**src/rtl/pkt_reg.sv**
```systemverilog
// Router register block: latches the packet header, routes bytes to the destination
// FIFO write port, diverts a byte while the FIFO is full, and checks packet parity.
module pkt_reg (
    input  logic       clk,
    input  logic       rst,
    input  logic       pkt_valid,
    input  logic [7:0] data_in,
    input  logic       fifo_full,
    input  logic       detect_addr,
    input  logic       lfd_state,
    input  logic       ld_state,
    input  logic       laf_state,
    input  logic       full_state,
    input  logic       rst_int_reg,
    output logic [7:0] dout,
    output logic       parity_done,
    output logic       low_pkt_valid,
    output logic       err
);

    logic [7:0] header_byte;
    logic [7:0] full_byte;
    logic [7:0] int_parity;
    logic [7:0] pkt_parity;

    // The parity byte is the one presented in load-data with pkt_valid low.
    logic parity_byte;
    assign parity_byte = ld_state && !pkt_valid;

    // NOTE: sequential state uses non-blocking assignments so every register samples
    // the pre-edge value of its neighbours, regardless of block ordering.
    always_ff @(posedge clk) begin
        if (rst) begin
            header_byte <= 8'h00;
        end else if (detect_addr && pkt_valid) begin
            header_byte <= data_in;
        end
    end

    always_ff @(posedge clk) begin
        if (rst) begin
            dout <= 8'h00;
        end else if (lfd_state) begin
            dout <= header_byte;
        end else if (ld_state && !fifo_full) begin
            dout <= data_in;
        end else if (laf_state) begin
            dout <= full_byte;
        end
    end

    // A byte arriving while the FIFO is full is parked here and replayed in laf_state.
    always_ff @(posedge clk) begin
        if (rst) begin
            full_byte <= 8'h00;
        end else if (ld_state && fifo_full) begin
            full_byte <= data_in;
        end
    end

    always_ff @(posedge clk) begin
        if (rst) begin
            int_parity <= 8'h00;
        end else if (detect_addr) begin
            int_parity <= 8'h00;
        end else if (lfd_state) begin
            int_parity <= int_parity ^ header_byte;
        end else if (ld_state && pkt_valid && !full_state) begin
            int_parity <= int_parity ^ data_in;
        end
    end

    always_ff @(posedge clk) begin
        if (rst) begin
            pkt_parity <= 8'h00;
        end else if (parity_byte) begin
            pkt_parity <= data_in;
        end
    end

    always_ff @(posedge clk) begin
        if (rst) begin
            low_pkt_valid <= 1'b0;
        end else if (rst_int_reg) begin
            low_pkt_valid <= 1'b0;
        end else if (parity_byte) begin
            low_pkt_valid <= 1'b1;
        end
    end

    // A parity byte diverted to full_byte is only done once laf_state replays it.
    always_ff @(posedge clk) begin
        if (rst) begin
            parity_done <= 1'b0;
        end else if (detect_addr) begin
            parity_done <= 1'b0;
        end else if ((parity_byte && !fifo_full) ||
                     (laf_state && low_pkt_valid && !parity_done)) begin
            parity_done <= 1'b1;
        end
    end

    always_ff @(posedge clk) begin
        if (rst) begin
            err <= 1'b0;
        end else if (rst_int_reg) begin
            err <= (int_parity != pkt_parity);
        end else if (detect_addr) begin
            err <= 1'b0;
        end
    end

endmodule

```
**config.mk**
```make
export PLATFORM = sky130hd
export DESIGN_NAME = pkt_reg
export DESIGN_NICKNAME = d
export VERILOG_FILES = /design/src/rtl/pkt_reg.sv
export SDC_FILE = /design/constraint.sdc
export NUM_CORES = 1
export LEC_CHECK = 0
export CORE_MARGIN = 5
export CORE_UTILIZATION = 53
export DETAILED_ROUTE_END_ITERATION = 8
export GPL_TIMING_DRIVEN = 0
export PLACE_DENSITY = 0.82
export SLEW_MARGIN = 30
export SYNTH_ARGS = -nofsm -noshare
export SYNTH_HDL_FRONTEND = slang
export SYNTH_SLANG_ARGS = --single-unit
```
**constraint.sdc**
```tcl
create_clock -name clk -period 1.3 [get_ports clk]
set_input_delay 0.195 -clock clk [delete_from_list [all_inputs] [get_ports clk]]
set_output_delay 0.195 -clock clk [all_outputs]
set_load 0.02 [all_outputs]
```
After elaboration in Yosys (flattened, before gate mapping) --
Cells that the tools add are included.
Cells by class: equality and inequality tests 1, muxes and demuxes 7, bitwise gates (word level) 2, reductions and logical operators 19
Operator list (number):
- 8-bit 2-to-1 mux | 5
- 8-bit XOR | 2
- 1-bit logical AND | 9
- 8-bit inequality test | 1
- 1-bit logical NOT | 4
- 2-bit nonzero test | 2
- 2-bit OR reduction | 2
- 3-bit nonzero test | 1
- 1-bit 2-to-1 mux | 2
- 1-bit logical OR | 1
Word-level totals: bits in registers 43, output and inout port bits 11, logic and storage cells 37

Longest topological paths before layout --
Gate-level depths: netlist (run 1).
word-level depth 4, gate-level depth with buffers 6, gate-level depth less buffers 4

Worst setup path after synthesis (run 1) --
OpenSTA, ideal clock, no wires.
path type input-to-reg, from input fifo_full, to register dout[1], setup time 0.080 ns, arrival time 1.128 ns, required time 1.220 ns, path slack 0.091 ns, stages on the path 5, path buffers 2, cells stage by stage nand2b_1 buf_2 buf_6 a311o_1 a211oi_2
On the way: cells in the longest elaborated chain, start to end 4, elaborated cells between the ends (all ways) 5, those cells by class 2 x mux; 3 x reduce/logical
Ends and longest elaborated chain:
- start: declaration | line 8 | input logic fifo_full,
- 1-bit logical NOT (*) | line 45 | end else if (ld_state && !fifo_full) begin
- 1-bit logical AND (*) | line 45
- 8-bit 2-to-1 mux | line 45
- 8-bit 2-to-1 mux | line 43 | end else if (lfd_state) begin
- end signal: assignment | line 44 | dout <= header_byte;
- end signal: assignment | line 46 | dout <= data_in;
- end signal: assignment | line 48 | dout <= full_byte;
- end: declaration | line 15 | output logic [7:0] dout,
Every way passes the cells marked *; elsewhere a longest branch is shown, timed or not. A chain may end at the register's enable or synchronous reset.

Worst setup path in the final report (run 1) --
from input fifo_full, to register dout[5]
Same word-level chain as after synthesis.

==> impl_metrics.csv, run 1 <==
group,metric,value,unit
sta,worst-slew-pin-transition,0.6964,ns
clock_tree,cts_sinks,43,
critical_path,cp-start-kind,"input pin",
route,avgRoutedWirePerCell,14.82,um
critical_path,cp_num_buf_inv,2,
route,initialDrtViolationCount,120,
layout,syn_to_final_growth,18.55,%
placed_design,numPortBuffers,24,
sta,rsz0062_at_grt,"no",
sta,whs,0.2120,ns
yosys,avgSynthCellArea,8.269,um2
sta,fin_ws,0.03593,ns
grt,grt_max_degree,18,
layout,fin_cells,307,
die,io_pins,29,
sta,fin_worst_skew,0.007410,ns
die,core.rowCount,21,
die,coreArea,3416,um2
pwr,finalPower,2.433,mW
grt,antenna_found_initial,0,
route,vias_per_cell,5.684,
yosys,yosysWarnings,0,
yosys,ys_top_cells_by_area,"dfxtp_1, nand2_1, a21oi_1, a211oi_2, xor2_1",
placed_design,dpl.hpwl,3.225,mm
layout,final_nets,278,
min_path,hp-class,"in2reg",
route,firstDrtPassIters,4,
outcome,status,"complete, no violations",
critical_path,endpoint_kind,"flip-flop",
placed_design,pre_cts_slack,-0.4747,ns
critical_path,crit_arrival,1.55,ns
placed_design,dp.cells,300,
yosys,ys_seq_area_frac,0.4526,
critical_path,crit_family,"buffers and inverters",
layout,fin_util,0.6601,
yosys,ys_ff_latch,43,
clock_tree,clockBufferDepth,2,
clock_tree,cts_tree,"done",
layout,drive_gt1_frac,0.09195,
critical_path,cp_cell_sequence,"clkdlybuf4s50_1, nand2b_4, buf_6, nor2_1, a311o_1, a211oi_2",
yosys,synth_top_area_cell,"dfxtp_1",
critical_path,max_stage_delay,0.48,ns
die,die_y,69.90,um
layout,diodes,0,
sta,drv_slew,0,
pwr,power-per-cell-area,1079,nW/um2
sta,tns,0,ns
clock_tree,cts-buffers-inserted,5,
route,num_vias,1745,
critical_path,crit_type,"in2reg",
pwr,p_leak,0.8573,nW
clock_tree,post_cts_buffers,0,
clock_tree,h-tree-depth,2,
sta,max_slew_margin,0.5357,
sta,hold_viol,0,
sta,post-route-min-period,1.264,ns
job,drv_cap,0,
sta,setup_viol,0,
critical_path,crit_path_max_fanout,9,
layout,fill_cells,302,
grt,overflow,0,
yosys,synth_top_cell_area_share,0.4526,
clock_tree,worstSkewPairLatency,0.36,ns
pwr,irDropWorstVdd,0.6779,mV
grt,grt_pass1_wl,7.665,mm
yosys,ys_types,24,
yosys,syn_area,1902,um2
critical_path,crit_required,1.58,ns
clock_tree,path_clk_slew,0.12,ns
sta,fmaxAchievable,0.7911,GHz
die,dieArea,4886,um2
grt,track_usage,0.1928,
die,die_x,69.90,um
placed_design,place_congestion,0.7948,
clock_tree,hold_buffers,0,
yosys,synthCells,230,
grt,grt_pass1_vias,1629,
route,antenna_left,0,
clock_tree,root_buffer,"clkbuf_4",
sta,period_share,0.9724,
route,drc,0,
route,totalWireLength,4.549,mm
critical_path,cp_slowest_cell,"clkdlybuf4s50_1",
die,start_util,0.5568,
layout,final_area,2255,um2
placed_design,dpl-instance-area,2200,um2
yosys,syn_nets,248,
-- routing by layer --
| layer | wire [um] | track usage | vias to the layer above |
|---|---|---|---|
| li1 | - | - | 848 |
| met1 | 1958 | 0.2502 | 818 |
| met2 | 2135 | 0.3106 | 68 |
| met3 | 345 | 0.04591 | 11 |
| met4 | 110 | 0.07021 | 0 |
| met5 | 0 | 0 | - |
-- synthesized netlist by cell type (all sizes together) --
cell type,number
buf,6
nand4,1
a31oi,1
nand2,43
a211oi,9
and4bb,1
nor2b,2
xnor2,5
o21bai,1
clkbuf,11
xor2,11
nand3,16
a21oi,24
nor4,1
nor2,19
nor3,10
nand2b,2
a311o,8
a21boi,8
dfxtp,43
inv,8
-- sequential cells by signal, indices dropped and copies added, names as in the netlist --
register and cells:
dout 8, pkt_parity 8, parity_done 1, low_pkt_valid 1, err 1, full_byte 8
int_parity 8, header_byte 8
-- path summary, 6_finish.rpt --
check	start	endpoint	slack, ns	cells past startpoint
min	lfd_state	dout[1]$_SDFFE_PP0P_	0.21	3
max	fifo_full	dout[5]$_SDFFE_PP0P_	0.04	6
max reg2reg	int_parity[0]$_SDFFE_PP0P_	err$_SDFFE_PP0P_	0.19	4
min reg2reg	full_byte[5]$_SDFFE_PP0P_	full_byte[5]$_SDFFE_PP0P_	0.46	2
-- where the power goes --
group	leakage [nW]	total, mW	switching (mW)	internal [mW]
Clock	0.0293	0.633	0.422	0.211
Combinational	0.477	0.390	0.227	0.164
Sequential	0.351	1.41	0.0327	1.38
Total	0.857	2.43	0.682	1.75
-- final cells by class --
cell class | instances | area, um2 | area share
buffer | 15 | 71.32 | 0.03163
clock buffer | 7 | 45.04 | 0.01998
clock inverter | 1 | 5.005 | 0.002220
inverter | 8 | 30.03 | 0.01332
multi-input combinational | 162 | 942.2 | 0.4179
sequential | 43 | 860.8 | 0.3818
tap | 46 | 57.56 | 0.02553
timing repair buffer | 25 | 242.7 | 0.1077
-- kinds of logic after synthesis --
family,after synthesis,synth area share
XOR/XNOR,16,0.07368
flip-flops,43,0.4526
buffers and inverters,25,0.05592
AO/OA/AOI/OAI,51,0.2007
AND/OR/NAND/NOR,95,0.2171
-- cells in the final DEF, fill, tap and decap left out, types with 2 or more instances in the layout --
cell,count
nand2_1,43
dfxtp_1,43
a21oi_1,24
nor2_1,19
nand3_1,16
clkdlybuf4s50_1,12
xor2_1,11
nor3_1,10
clkbuf_1,9
inv_1,8
a311o_1,8
a211oi_2,8
a21boi_1,8
dlygate4sd2_1,6
xnor2_1,5
clkbuf_4,5
clkdlybuf4s15_1,5
clkbuf_2,3
buf_2,3
nor2b_1,2
-- tightest hold or removal path: cells and delay by family --
family	cells	cell delay (ns)
and+or+nand+nor	1	0.12
buffers and inverters	1	0.16
AOI/OAI and AO/OA	1	0.06
-- timing repair --
action                                  4_1_cts  5_1_grt
resized for setup                            15       11
gates cloned                                  0        1
endpoints found under the hold margin         0        0
endpoints found under the setup margin       31       29
Note: power is estimated with default switching activity, not from simulation.
==> run 2, diff against run 1 <==
--- a/config.mk
+++ b/config.mk
@@ -5,6 +5,7 @@
 export SDC_FILE = /design/constraint.sdc
 export NUM_CORES = 1
 export LEC_CHECK = 0
+export CAP_MARGIN = 20
 export CORE_MARGIN = 5
 export CORE_UTILIZATION = 53
 export DETAILED_ROUTE_END_ITERATION = 8
==> results of run 2 <==
No change in the layout: final DEF, timing and power equal those of run 1.
